[src/rtl/ch2_pkg.sv]
// Shared constants for the registered 3-to-8 decoder: line/code widths and FSM state encodings.
package ch2_pkg;
    localparam int ONEHOT_W = 8;
    localparam int CODE_W   = 3;

    typedef logic [1:0] state_t;
    localparam state_t IDLE = 2'd0;
    localparam state_t HOLD = 2'd1;
    localparam state_t SCAN = 2'd2;
endpackage

[src/rtl/ch2_38decoder_seq_if.sv]
// Control/handshake bus between a line-select issuer (master) and the decoder (slave).
interface ch2_38decoder_seq_if;
    import ch2_pkg::*;

    logic                en;
    logic                mode;
    logic [CODE_W-1:0]   a;
    logic                valid;
    logic                ready;
    logic [ONEHOT_W-1:0] o;
    logic                done;

    modport master (output en, mode, a, valid, input ready, o, done);
    modport slave  (input en, mode, a, valid, output ready, o, done);
endinterface

[src/rtl/ch2_prescaler.sv]
// Divide-by-DIV counter: tick is high on the last count of each DIV-cycle window.
module ch2_prescaler #(
    parameter int DIV = 2
) (
    input  logic clk,
    input  logic rst,
    input  logic clr,
    input  logic en,
    output logic tick
);
    localparam int PW = $clog2(DIV + 1);

    logic [PW-1:0] cnt;

    assign tick = en & ~clr & (cnt == PW'(DIV - 1));

    // Count 0..DIV-1 while enabled; clear has priority and parks the count at 0.
    always_ff @(posedge clk or posedge rst) begin
        if (rst) begin
            cnt <= '0;
        end else if (clr) begin
            cnt <= '0;
        end else if (en) begin
            if (cnt == PW'(DIV - 1)) cnt <= '0;
            else                     cnt <= cnt + PW'(1);
        end
    end
endmodule

[src/rtl/ch2_38decoder_seq.sv]
// Registered 3-to-8 one-hot decoder with a timed command mode and a prescaled auto-scan mode.
module ch2_38decoder_seq
    import ch2_pkg::*;
#(
    parameter int HOLD_CYC = 4,
    parameter int DIV      = 2
) (
    input logic clk,
    input logic rst,
    ch2_38decoder_seq_if.slave bus
);
    localparam int HCW = $clog2(HOLD_CYC + 1);

    state_t              state;
    logic [HCW-1:0]      hold_cnt;
    logic [ONEHOT_W-1:0] o_q;
    logic                done_q;
    logic                handshake;
    logic                scan_on;
    logic                scan_clr;
    logic                scan_tick;

    // Ready is purely a function of registered state plus the live enables.
    assign bus.ready = (state == IDLE) & bus.en & ~bus.mode;
    assign handshake = bus.valid & bus.ready;
    assign bus.o     = o_q;
    assign bus.done  = done_q;

    // Prescaler is held at 0 outside SCAN and on the abort edge, so each scan starts fresh.
    assign scan_on  = bus.en & bus.mode;
    assign scan_clr = (state != SCAN) | ~scan_on;

    ch2_prescaler #(.DIV(DIV)) u_scan_div (
        .clk  (clk),
        .rst  (rst),
        .clr  (scan_clr),
        .en   (state == SCAN),
        .tick (scan_tick)
    );

    // Main FSM: output lines, hold countdown and the one-cycle done pulse.
    always_ff @(posedge clk or posedge rst) begin
        if (rst) begin
            state    <= IDLE;
            hold_cnt <= '0;
            o_q      <= '0;
            done_q   <= 1'b0;
        end else begin
            done_q <= 1'b0;
            case (state)
                IDLE: begin
                    if (scan_on) begin
                        state <= SCAN;
                        o_q   <= ONEHOT_W'(1);
                    end else if (handshake) begin
                        state    <= HOLD;
                        o_q      <= ONEHOT_W'(1) << bus.a;
                        hold_cnt <= HCW'(HOLD_CYC - 1);
                    end
                end
                HOLD: begin
                    // EN low freezes both the line and the countdown.
                    if (bus.en) begin
                        if (hold_cnt == '0) begin
                            state  <= IDLE;
                            o_q    <= '0;
                            done_q <= 1'b1;
                        end else begin
                            hold_cnt <= hold_cnt - HCW'(1);
                        end
                    end
                end
                SCAN: begin
                    if (!scan_on) begin
                        state <= IDLE;
                        o_q   <= '0;
                    end else if (scan_tick) begin
                        o_q <= {o_q[ONEHOT_W-2:0], o_q[ONEHOT_W-1]};
                    end
                end
                default: begin
                    state <= IDLE;
                    o_q   <= '0;
                end
            endcase
        end
    end
endmodule

[src/flat_wrapper.sv]
// flat-port wrapper written by rule: the top's interface ports become plain ports
module ch2_38decoder_seq_flat import ch2_pkg::*;
#(
    parameter int HOLD_CYC = 4,
    parameter int DIV      = 2
)
  (clk, rst, bus_en, bus_mode, bus_a, bus_valid, bus_ready, bus_o, bus_done);
  ch2_38decoder_seq_if bus_i ();
  input logic clk;
  input logic rst;
  input wire logic [$bits(bus_i.en)-1:0] bus_en;
  input wire logic [$bits(bus_i.mode)-1:0] bus_mode;
  input wire logic [$bits(bus_i.a)-1:0] bus_a;
  input wire logic [$bits(bus_i.valid)-1:0] bus_valid;
  output wire logic [$bits(bus_i.ready)-1:0] bus_ready;
  output wire logic [$bits(bus_i.o)-1:0] bus_o;
  output wire logic [$bits(bus_i.done)-1:0] bus_done;
  assign bus_i.en = bus_en;
  assign bus_i.mode = bus_mode;
  assign bus_i.a = bus_a;
  assign bus_i.valid = bus_valid;
  assign bus_ready = bus_i.ready;
  assign bus_o = bus_i.o;
  assign bus_done = bus_i.done;
  ch2_38decoder_seq #(.HOLD_CYC(HOLD_CYC), .DIV(DIV)) u_core (.clk(clk), .rst(rst), .bus(bus_i));
endmodule
[config.mk]
export PLATFORM = sky130hd
export DESIGN_NAME = ch2_38decoder_seq_flat
export DESIGN_NICKNAME = d
export VERILOG_FILES = /design/src/rtl/ch2_pkg.sv /design/src/rtl/ch2_38decoder_seq_if.sv /design/src/rtl/ch2_prescaler.sv /design/src/rtl/ch2_38decoder_seq.sv /design/src/flat_wrapper.sv
export SDC_FILE = /design/constraint.sdc
export NUM_CORES = 1
export LEC_CHECK = 0
export ABC_AREA = 1
export BUFFER_PORTS_ARGS = -buffer_cell sky130_fd_sc_hd__buf_2
export CAP_MARGIN = 20
export CORE_UTILIZATION = 48
export CTS_CLUSTER_SIZE = 28
export DETAILED_ROUTE_END_ITERATION = 6
export PLACE_DENSITY = 0.74
export SLEW_MARGIN = 30
export SYNTH_ARGS = -nofsm -noshare
export SYNTH_HDL_FRONTEND = slang
export SYNTH_SLANG_ARGS = --single-unit
export TNS_END_PERCENT = 50
[constraint.sdc]
create_clock -name clk -period 1.3 [get_ports clk]
set_input_delay 0 -clock clk [delete_from_list [all_inputs] [get_ports clk]]
set_output_delay 0 -clock clk [all_outputs]
set_load 0.005 [all_outputs]
* Word level (Yosys, flattened, before mapping)
Cells that the tools add are included.
** Storage, ports and cells
- Register bits :: 16
- Bits in latches :: 0
- RAM bits :: 0
- ROM bits :: 0
- Input bits :: 8
- Output and inout port bits :: 10
- Logic and storage cells :: 61
- Memories :: 0
** Operators by class
- Add/sub/neg operators :: 2
- $mul :: 0
- Div/mod/pow operators :: 0
- Magnitude comparators :: 0
- Equal/unequal tests :: 12
- Shift operators :: 1
- Multiplexer cells :: 24
- Bitwise logic cells :: 10
- Reductions and logical operators :: 7
** Operators with widths (number)
- 8-bit 2-to-1 mux :: 6
- 8-bit case mux with 3 select lines :: 1
- 2-bit 2-to-1 mux :: 8
- 3-bit 2-to-1 mux :: 4
- 2-bit != test (second input constant) :: 5
- 4-bit AND reduction :: 2
- 1-bit by 3-bit left shift with 8-bit output (first input constant) :: 1
- 1-bit bitwise AND :: 6
- 2-bit case mux with 3 select lines :: 1
- 3-bit case mux with 2 select lines :: 1
- 5-bit AND reduction :: 1
- 2-bit by 1-bit equality test with 1-bit output (second input constant) :: 2
- 2-bit by 1-bit != test with 1-bit output (second input constant) :: 2
- 2-bit nonzero test :: 2
- 3-bit logical NOT :: 1
- 1-bit 2-to-1 mux :: 3
- 3-bit by 1-bit != test with 1-bit output (second input constant) :: 1
- 3-bit != test (second input constant) :: 1
- 1-bit NOT :: 3
- 3-bit by 1-bit subtractor with 3-bit output (second input constant) :: 1
- 2-bit by 1-bit adder with 2-bit output (second input constant) :: 1
- 2-bit equality test (second input constant) :: 1
- 2-bit logical NOT :: 1
- 1-bit OR :: 1

* Depth between registers and ports, before layout
Gate-level depths: netlist of the first run.
- Word-level depth :: 9
- Gate-level depth with buffers :: 9
- Depth with buffers taken out :: 9

* Modules after synthesis
From an unflattened synthesis of the first run, not the netlist that was laid out.
** Second synthesis, totals
- Cell total of the unflattened synthesis :: 136
- Area total of the unflattened synthesis :: 1001.0 um2
** By module, submodules not included
- ch2_38decoder_seq :: instances 1, cells an instance 124, area each 908.4 um2, sequential area each 350.3 um2
- ch2_prescaler :: instances 1, cells an instance 12, area each 92.6 um2, sequential area each 50.0 um2

* Least setup slack after synthesis of the first run
OpenSTA, ideal clock, no wires.
- Kind :: reg2reg
- Start :: register u_core.hold_cnt[0]
- End :: register u_core.o_q[2], in the netlist u_core.bus.o[2]
- Setup time :: 0.117 ns
- Arrival time :: 1.092 ns
- Required time :: 1.183 ns
- Setup slack :: 0.092 ns
- Cell stages (with the launch flop) :: 10
- Buffers on the path :: 0
- Period minus slack after synthesis :: 1.208 ns
- Cell sequence :: dfrtp_1 -> inv_1 -> ha_1 -> nand3_1 -> nand2_2 -> nand2_2 -> inv_4 -> nand2_8 -> nand2_1 -> nand2_1
** On the way
- Longest elaborated chain between the ends :: 3
** Ends and longest elaborated chain
- start: declaration :: RTL line ch2_38decoder_seq.sv:15 : logic [HCW-1:0] hold_cnt;
- start signal: assignment :: RTL line ch2_38decoder_seq.sv:58 : hold_cnt <= HCW'(HOLD_CYC - 1);
- start signal: assignment :: RTL line ch2_38decoder_seq.sv:69 : hold_cnt <= hold_cnt - HCW'(1);
- 3-bit logical NOT :: RTL line ch2_38decoder_seq.sv:64 : if (hold_cnt == '0) begin
- 2-bit by 1-bit != test with 1-bit output (no line)
- 4-bit AND reduction (no line)
- end signal: assignment :: RTL line ch2_38decoder_seq.sv:57 : o_q <= ONEHOT_W'(1) << bus.a;
- end signal: assignment :: RTL line ch2_38decoder_seq.sv:78 : o_q <= {o_q[ONEHOT_W-2:0], o_q[ONEHOT_W-1]};
- end: declaration :: RTL line ch2_38decoder_seq.sv:16 : logic [ONEHOT_W-1:0] o_q;
No other way between the ends.
A chain may end at the register's enable or synchronous reset.

* Worst setup path in the final report of the first run
- Start :: register u_core.state[0]
- End :: register u_core.o_q[3], in the netlist u_core.bus.o[3]
** On the way
- Longest elaborated chain between the ends :: 7
- Elaborated cells on any way between the ends :: 17
- Classes of those cells :: 7 x eq/ne; 1 x mux; 7 x bitwise; 2 x reduce/logical
** Ends and longest elaborated chain
- start: declaration :: RTL line ch2_38decoder_seq.sv:14 : state_t state;
- start signal: assignment :: RTL line ch2_38decoder_seq.sv:44 : state <= IDLE;
- start signal: assignment :: RTL line ch2_38decoder_seq.sv:53 : state <= SCAN;
- start signal: assignment :: RTL line ch2_38decoder_seq.sv:56 : state <= HOLD;
- 2-bit != test :: RTL line ch2_38decoder_seq.sv:31 : assign scan_clr = (state != SCAN) | ~scan_on;
- 1-bit OR :: RTL line ch2_38decoder_seq.sv:31
- 1-bit NOT :: RTL line ch2_prescaler.sv:15 : assign tick = en & ~clr & (cnt == PW'(DIV - 1));
- 1-bit bitwise AND (2 in series) :: RTL line ch2_prescaler.sv:15
- 3-bit != test (no line)
- 4-bit AND reduction (no line)
Several ways; a longest one is shown, not always the timed one.

==> results_dict.tcl, run 1 <==
set metrics [dict create \
    syn_nets 136 \
    gp_congestion 0.826 \
    cts_num_sinks 16 \
    wl_per_cell_um 12.2 \
    grt_overflow 0 \
    fillers 153 \
    port_buffers 17 \
    setup-tns-final_ns 0 \
    start_util_pct 52.8 \
    slew_headroom_pct 60.8 \
    num_rows 15 \
    fmax_mhz 787 \
    ys_ff_latch 16 \
    finalHoldViolCount 0 \
    cts_tree "done" \
    final_cells 180 \
    crit_path_top_delay_cell "dfrtp_2" \
    path_cells "nor2_4 > nand2_4 > o21ai_0 > nand3_1 > nand2_1" \
    antenna_found_initial 0 \
    worstSkewPairLatency_ns 0.27 \
    totalWireLength_um 2200 \
    cts_root_buffer "clkbuf_4" \
    seqPwrFrac_pct 37.2 \
    ys_seq_area_share_pct 43.0 \
    avgViaCountPerCell 5.23 \
    route.detailed.drc 0 \
    combPwrFrac_pct 50.3 \
    grt_usage_pct 21.6 \
    status "complete, no violations" \
    drtIter0Drc 32 \
    internal_power_w 0.00113 \
    ios 18 \
    syn_area_um2 932 \
    vias 941 \
    critPathLaunchType "register" \
    cp-end-kind "register" \
    finalCriticalPeriod_ns 1.27 \
    crit_type "reg2reg" \
    maxCapViolCount 0 \
    power.clock.fraction_pct 12.5 \
    htree_levels 1 \
    peakVddDrop_uv 1110 \
    dp_hpwl_um 1500 \
    slew_violations 0 \
    avgSynthCellArea_um2 7.40 \
    finalClockSkew_ns 0.00239 \
    rsz0062_at_grt "true" \
    p_leak_nw 0.645 \
    crit_fanout 6 \
    grt_pass1_vias 794 \
    grt_pass1_wl_um 3250 \
    cp.required_ns 1.52 \
    die-width_um 46.1 \
    area_delta_synth_final_pct 29.5 \
    tightest_slew_ns 0.587 \
    die_area_mm2 0.00212 \
    switchingPower_w 0.000854 \
    yosys_warnings 0 \
    diodes 0 \
    fin_util_pct 68.4 \
    cts_buffer_depth 2 \
    drive_gt1_share_pct 32.3 \
    min_period_over_period_pct 97.7 \
    fp.dieH_um 46.1 \
    synth_cells 126 \
    antenna_left 0 \
    setup_viol 0 \
    drt_pre_antenna_iters 4 \
    p_per_area_mw_per_mm2 1640 \
    grt_start_max_net_pins 17 \
    worstPathArrival_ns 1.49 \
    hp-class "in2reg" \
    placed_cells 171 \
    core_area_mm2 0.00176 \
    ys_types 19 \
    nNetsFinal 167 \
    clkTransAtPathRegs_ns 0.09 \
    critical_path.max_stage_delay_ns 0.47 \
    cts_buffers 3 \
    p_sw_share_pct 43.1 \
]
==> timing repair <==
| action | CTS | global route |
|---|---|---|
| buffers inserted | 0 | 3 |
| gates cloned | 1 | 1 |
| hold endpoints to repair | 16 | 0 |
| pin swaps | 0 | 5 |
| hold buffers | 1 | 0 |
| endpoints found under the setup margin | 8 | 11 |
| gates resized for setup | 7 | 11 |
==> stage by stage <==
| step | setup slack (ns) | cell area, um2 | hold WS [ns] | total power, W |
|---|---|---|---|---|
| 2_1_floorplan | 0.0918 | 932 | -0.0863 | 0.00125 |
| 3_3_place_gp | 0.0336 | 1070 | 0.0882 | 0.00146 |
| 3_5_place_dp | -0.00655 | 1070 | 0.101 | 0.00150 |
| 4_1_cts | 0.00683 | 1140 | 0.00694 | 0.00182 |
| 5_1_grt | -0.0331 | 1210 | 0.0220 | 0.00212 |
| 6_report | 0.0299 | 1210 | 0.0301 | 0.00198 |
==> cell type report <==
cell class | instances | area [um2] | share of cell area, %
Tap cell | 25 | 31.3 | 2.59
Inverter | 17 | 71.3 | 5.91
Sequential cell | 16 | 403 | 33.4
Clock buffer | 3 | 22.5 | 1.87
Timing Repair inverter | 1 | 7.51 | 0.622
Multi-Input combinational cell | 94 | 532 | 44.0
Timing Repair Buffer | 24 | 140 | 11.6
==> path summary, 6_finish.rpt <==
check	cells after the start	startpoint	to	slack (ns)
min reg2reg	1	u_core.u_scan_div.cnt[0]$_DFFE_PP0P_	u_core.u_scan_div.cnt[0]$_DFFE_PP0P_	0.46
min in group asynchronous	3	rst	u_core.hold_cnt[1]$_DFFE_PP0P_	0.32
max	5	u_core.state[0]$_DFFE_PP0P_	u_core.bus.o[3]$_DFFE_PP0P_	0.03
min	3	bus_en	u_core.bus.done$_DFF_PP0_	0.03
max in group asynchronous	3	rst	u_core.state[0]$_DFFE_PP0P_	0.56
max reg2reg	5	u_core.state[0]$_DFFE_PP0P_	u_core.bus.o[3]$_DFFE_PP0P_	0.03
==> layout by cell type, fill, tap and decap left out, drive strengths merged <==
master / instances
buf: 23
clkbuf: 3
clkinvlp: 1
dfrtp: 16
dlygate4sd3: 1
ha: 2
inv: 17
nand2: 48
nand3: 21
nor2: 10
nor3: 4
nor4: 1
o21ai: 7
or2: 1
==> critical path: cells and delay by family (launching register included) <==
| kind | cells | cell delay [ns] |
|---|---|---|
| AOI/OAI and AO/OA | 1 | 0.24 |
| and+or+nand+nor | 4 | 0.51 |
| DFF | 1 | 0.47 |
==> synth_stat cells (all sizes together) <==
cell	number	share of area, %
nor3	4	2.1
inv	17	7.1
or2	1	0.67
nand3	21	12
dfrtp	16	43
ha	2	2.7
nand2	47	22
o21ai	7	3.8
nor4	1	0.67
nor2	10	5.4
==> kinds of logic after synthesis <==
group,synth area share [%]
AOI/OAI and AO/OA,3.76
adders and majority gates,2.68
buffers and inverters,7.11
DFF,43.0
and+or+nand+nor,43.5
==> layer usage <==
layer	wire (um)	track usage, %	share of wire [%]	up-vias
met5	0	0	0	-
met4	17	7.06	0.77	0
met3	126	3.53	5.7	4
met2	1060	34.9	48	35
met1	1000	29.5	45	442
li1	-	-	-	460
==> power by group through the flow <==
stage	clock [W]	sequential (W)	combinational (W)
3_5_place_dp	0	0.000723	0.000782
4_1_cts	0.000256	0.000728	0.000835
5_1_grt	0.000278	0.000748	0.00109
6_report	0.000248	0.000737	0.000996
2_1_floorplan	0	0.000720	0.000532
3_3_place_gp	0	0.000721	0.000743
==> state kept, by name (all words and copies together) (netlist names) <==
register	flops
u_core.u_scan_div.cnt	2
u_core.hold_cnt	3
u_core.bus.o	8
u_core.state	2
u_core.bus.done	1
Note: power is estimated with default switching activity, not from simulation.
==> inputs of run 2 (changes only) <==
--- a/config.mk
+++ b/config.mk
@@ -11,6 +11,7 @@
 export CORE_UTILIZATION = 48
 export CTS_CLUSTER_SIZE = 28
 export DETAILED_ROUTE_END_ITERATION = 6
+export GPL_TIMING_DRIVEN = 0
 export PLACE_DENSITY = 0.74
 export SLEW_MARGIN = 30
 export SYNTH_ARGS = -nofsm -noshare
==> run 2 against run 1 <==
Net effect:
- the flow now finishes with violations (negative setup slack)
- non-clock buffer count rose by 3
- clock skew rose by 0.0034 ns
- maximum frequency fell by 3.2%
- critical path type unchanged
- via count rose by 0.96%
- critical endpoint is now u_core.bus.o[7]$_DFFE_PP0P_
- largest power group unchanged
- largest cell class unchanged
- first-iteration DRC count fell by 22%
- global-route usage rose by 1.7 points
==> results_dict.tcl, run 2 (synthesis results as in run 1) <==
set metrics [dict create \
    setup_viol 6 \
    power.clock.fraction_pct 15.3 \
    cts_num_sinks 16 \
    totalWireLength_um 2360 \
    tightest_slew_ns 0.604 \
    path_cells "inv_2 > ha_4 > nand3_4 > nand2_2 > nand2_4 > inv_6 > nand2_8 > nand2_1 > nand2_1" \
    antenna_left 0 \
    seqPwrFrac_pct 34.1 \
    slew_violations 0 \
    drtIter0Drc 25 \
    combPwrFrac_pct 50.6 \
    dp_hpwl_um 1420 \
    wl_per_cell_um 12.8 \
    grt_start_max_net_pins 17 \
    start_util_pct 52.8 \
    peakVddDrop_uv 1470 \
    rsz0062_at_grt "true" \
    die-width_um 46.1 \
    vias 950 \
    route.detailed.drc 0 \
    fillers 148 \
    design_area_mm2 0.00127 \
    critPathMostFrequentCell "nand2_1" \
    cts_tree "done" \
    p_leak_nw 0.674 \
    drive_gt1_share_pct 38.4 \
    switchingPower_w 0.000948 \
    p_per_area_mw_per_mm2 1730 \
    port_buffers 17 \
    violations "negative setup slack" \
    slew_headroom_pct 59.7 \
    p_total_w 0.00220 \
    grt_pass1_vias 813 \
    grt_usage_pct 23.3 \
    finalHoldViolCount 0 \
    regArea_um2 403 \
    hp-class "in2reg" \
    cts_root_buffer "clkbuf_4" \
    multi_input_area_um2 559 \
    grt_overflow 0 \
    htree_levels 1 \
    core_area_mm2 0.00176 \
    cts_buffers 3 \
    worstPathArrival_ns 1.50 \
    cp-end-kind "register" \
    die_area_mm2 0.00212 \
    maxCapViolCount 0 \
    critical_path.max_stage_delay_ns 0.42 \
    mostFrequentLayoutCells "35 x nand2_1, 18 x nand3_1, 17 x buf_2, 14 x dfrtp_1, 10 x inv_1" \
    min_period_over_period_pct 101 \
    grt_pass1_wl_um 3440 \
    critPathLaunchType "register" \
    antenna_found_initial 0 \
    num_rows 15 \
    drt_pre_antenna_iters 4 \
    finalCriticalPeriod_ns 1.31 \
    largest_register_ffs 8 \
    placed_area_mm2 0.00105 \
    cp.required_ns 1.49 \
    finalClockSkew_ns 0.00579 \
    diodes 0 \
    crit_fanout 8 \
    fp.dieH_um 46.1 \
    clkTransAtPathRegs_ns 0.10 \
    ios 18 \
    cts_buffer_depth 2 \
    area_delta_synth_final_pct 36.6 \
    p_sw_share_pct 43.0 \
    mostFrequentLayoutCell "nand2_1" \
    nNetsFinal 170 \
    gp_congestion 0.766 \
    crit_type "reg2reg" \
    avgViaCountPerCell 5.16 \
    crit_path_top_delay_cell "dfrtp_1" \
    setup_ws_ns -0.0120 \
    status "complete, but fails checks" \
    fmax_mhz 762 \
    worstSkewPairLatency_ns 0.29 \
    internal_power_w 0.00125 \
]
==> run 2: cell types whose count changed in the layout (fill, tap and decap cells not counted), sizes merged <==
| cell | change |
|---|---|
| buf | +2 |
| clkbuf | +1 |
| dlygate4sd3 | +1 |
==> run 2: final timing paths <==
kind | from | end | slack [ns] | cells after the start
setup / recovery | u_core.hold_cnt[1]$_DFFE_PP0P_ | u_core.bus.o[7]$_DFFE_PP0P_ | -0.01 | 9
hold / removal | bus_mode | u_core.state[1]$_DFFE_PP0P_ | 0.01 | 3
setup reg to reg | u_core.hold_cnt[1]$_DFFE_PP0P_ | u_core.bus.o[7]$_DFFE_PP0P_ | -0.01 | 9
hold reg to reg | u_core.u_scan_div.cnt[0]$_DFFE_PP0P_ | u_core.u_scan_div.cnt[0]$_DFFE_PP0P_ | 0.46 | 1
max in group asynchronous | rst | u_core.state[0]$_DFFE_PP0P_ | 0.57 | 3
min in group asynchronous | rst | u_core.bus.o[2]$_DFFE_PP0P_ | 0.30 | 3
==> run 2: stage by stage <==
stage	hold WS (ns)	setup TNS, ns	instances	setup slack [ns]	util (%)
3_3_place_gp	0.0907	-0.0611	168	-0.0217	59.4
3_5_place_dp	0.0971	-0.220	168	-0.0356	59.4
2_1_floorplan	-0.0863	0	126	0.0918	-
6_report	0.0102	-0.0347	184	-0.0120	72.2
4_1_cts	0.00734	0	177	0.0109	65.5
5_1_grt	0.0224	-0.718	184	-0.0909	72.2
==> run 2: power groups by stage <==
stage | logic [W] | registers, W | clock network (W)
3_5_place_dp | 0.000725 | 0.000730 | 0
3_3_place_gp | 0.000700 | 0.000723 | 0
4_1_cts | 0.000835 | 0.000728 | 0.000342
5_1_grt | 0.00123 | 0.000767 | 0.000364
2_1_floorplan | 0.000532 | 0.000720 | 0
6_report | 0.00111 | 0.000751 | 0.000337
==> run 2: worst max-delay path, delay by kind of cell, from the launching register on <==
kind	cells	cell delay (ns)
DFF	1	0.42
adders and majority gates	1	0.15
buffers and inverters	2	0.18
and+or+nand+nor	6	0.44
==> run 2: repair_timing <==
item / CTS / global route
cloned: 1 / 1
endpoints found under the hold margin: 17 / 0
setup buffers: 2 / 6
setup endpoints to repair: 10 / 13
resized for setup: 8 / 19
hold buffers: 2 / 0
pin swaps: 1 / 6
==> run 2: final cells by class <==
type                            count  area share, %
Tap cell                           25           2.46
Timing Repair inverter              1          0.589
Multi-Input combinational cell     94           43.9
Sequential cell                    16           31.6
Clock buffer                        4           2.85
Inverter                           17           5.60
Timing Repair Buffer               27           13.0
==> run 2: metal layers <==
layer	vias to the layer above	track usage (%)	share of wire, %
li1	469	-	-
met1	433	29.6	42
met2	33	36.6	49
met3	15	6.27	5.7
met4	0	10.6	3.1
met5	-	0	0
==> inputs of run 3 (changes only) <==
--- a/config.mk
+++ b/config.mk
@@ -6,7 +6,7 @@
 export NUM_CORES = 1
 export LEC_CHECK = 0
 export ABC_AREA = 1
-export BUFFER_PORTS_ARGS = -buffer_cell sky130_fd_sc_hd__buf_2
+export BUFFER_PORTS_ARGS = -buffer_cell sky130_fd_sc_hd__buf_4
 export CAP_MARGIN = 20
 export CORE_UTILIZATION = 48
 export CTS_CLUSTER_SIZE = 28
==> run 3 against run 2 <==
Net effect:
- the flow now finishes without violations
- sequential power shrank 0.8%
- die area unchanged
- register-to-register slack better by 0.06 ns
- first-iteration DRC count up 8.0%
- critical path type unchanged
- largest cell class unchanged
==> results_dict.tcl, run 3 (synthesis results as in run 1) <==
set metrics [dict create \
    cts_num_sinks 16 \
    avgViaCountPerCell 4.93 \
    grt_start_max_net_pins 17 \
    rsz0062_at_grt "true" \
    vias 892 \
    p_per_area_mw_per_mm2 1610 \
    met2_usage_pct 36.1 \
    dp_hpwl_um 1440 \
    finalCriticalPeriod_ns 1.25 \
    route.detailed.drc 0 \
    largest_register_ffs 8 \
    placed_cells 168 \
    drtIter0Drc 27 \
    mostFrequentLayoutCell "nand2_1" \
    grt_pass1_wl_um 3320 \
    worstPathArrival_ns 1.42 \
    finalClockSkew_ns 0.00322 \
    drt_pre_antenna_iters 4 \
    worstSkewPairLatency_ns 0.28 \
    crit_type "reg2reg" \
    holdWs_ns 0.0284 \
    grt_overflow 0 \
    grt_pass1_vias 793 \
    peakVddDrop_uv 932 \
    slew_violations 0 \
    cts_root_buffer "clkbuf_4" \
    totalWireLength_um 2150 \
    gr-usage-met3_pct 3.92 \
    drive_gt1_share_pct 34.0 \
    grtUsageMet1_pct 28.5 \
    nNetsFinal 168 \
    wl_per_cell_um 11.9 \
    rrSetupSlack_ns 0.05 \
    die_area_mm2 0.00212 \
    fin_util_pct 71.0 \
    fmax_mhz 798 \
    port_buffers 17 \
    final_cells 181 \
    start_util_pct 52.8 \
    antenna_found_initial 0 \
    top_usage_layer "met2" \
    hp-class "in2reg" \
    p_leak_nw 0.650 \
    setup_viol 0 \
    gp_congestion 0.784 \
    cp.required_ns 1.47 \
    slew_headroom_pct 58.3 \
    tightest_slew_ns 0.625 \
    die-width_um 46.1 \
    diodes 0 \
    min_period_over_period_pct 96.3 \
    mostFrequentLayoutCells "40 x nand2_1, 23 x buf_4, 18 x nand3_1, 14 x dfrtp_1, 10 x inv_1" \
    fp.dieH_um 46.1 \
    core_area_mm2 0.00176 \
    clkTransAtPathRegs_ns 0.09 \
    grt_usage_pct 21.8 \
    cp-end-kind "register" \
    crit_fanout 5 \
    htree_levels 1 \
    antenna_left 0 \
    critPathLaunchType "register" \
    num_rows 15 \
    ios 18 \
    finalHoldViolCount 0 \
    area_delta_synth_final_pct 34.4 \
    status "complete, no violations" \
    maxCapViolCount 0 \
    cts_buffer_depth 2 \
    cts_tree "done" \
    cts_buffers 3 \
    p_total_w 0.00202 \
    setup-tns-final_ns 0 \
]
[run 3: routing by layer]
metal / wire length (um) / vias up
li1: - / 466
met1: 1030 / 403
met2: 1010 / 21
met3: 94 / 2
met4: 9 / 0
met5: 0 / -
[run 3: area by class of cell]
cell class                      count  area (um2)
Clock buffer                        3        22.5
Sequential cell                    16         403
Multi-Input combinational cell     94         524
Fill cell                         161         512
Timing Repair Buffer               25         193
Timing Repair inverter              1        7.51
Tap cell                           25        31.3
Inverter                           17        71.3
[run 3: critical path: stages (launching register included)]
cell and delay, ns:
dfrtp_2 0.48, nor2_4 0.20, nand3_4 0.13, nand2_1 0.10, nand2_2 0.08, nand2_1 0.08, o21ai_1 0.07
[run 3: per-stage QoR]
step / setup WS, ns / cell area [um2]
detailed placement: -0.0294 / 1090
global route: -0.0221 / 1250
CTS: 0.00884 / 1180
finish: 0.0475 / 1250
global placement: -0.00247 / 1090
floorplan: 0.0918 / 932
[run 3: worst paths after layout]
path / start / to / cells past startpoint
max in group asynchronous: rst / u_core.state[1]$_DFFE_PP0P_ / 3
max: u_core.state[1]$_DFFE_PP0P_ / u_core.hold_cnt[2]$_DFFE_PP0P_ / 6
min: bus_valid / u_core.state[0]$_DFFE_PP0P_ / 3
min in group asynchronous: rst / u_core.u_scan_div.cnt[0]$_DFFE_PP0P_ / 3
max reg2reg: u_core.state[1]$_DFFE_PP0P_ / u_core.hold_cnt[2]$_DFFE_PP0P_ / 6
min reg2reg: u_core.u_scan_div.cnt[0]$_DFFE_PP0P_ / u_core.u_scan_div.cnt[0]$_DFFE_PP0P_ / 1
[run 3: timing repair]
| item | in CTS | in global routing |
|---|---|---|
| gates resized for setup | 10 | 9 |
| setup endpoints to repair | 9 | 12 |
| cloned | 1 | 1 |
| hold endpoints to repair | 17 | 0 |
| hold buffers | 2 | 0 |
| pin swaps | 2 | 7 |
| buffers inserted | 2 | 4 |
[run 3: power by group]
group	internal [W]	leakage (nW)	switching (W)
Sequential	0.000620	0.211	0.000126
Combinational	0.000443	0.425	0.000574
Clock	0.000107	0.0138	0.000147
Total	0.00117	0.650	0.000846
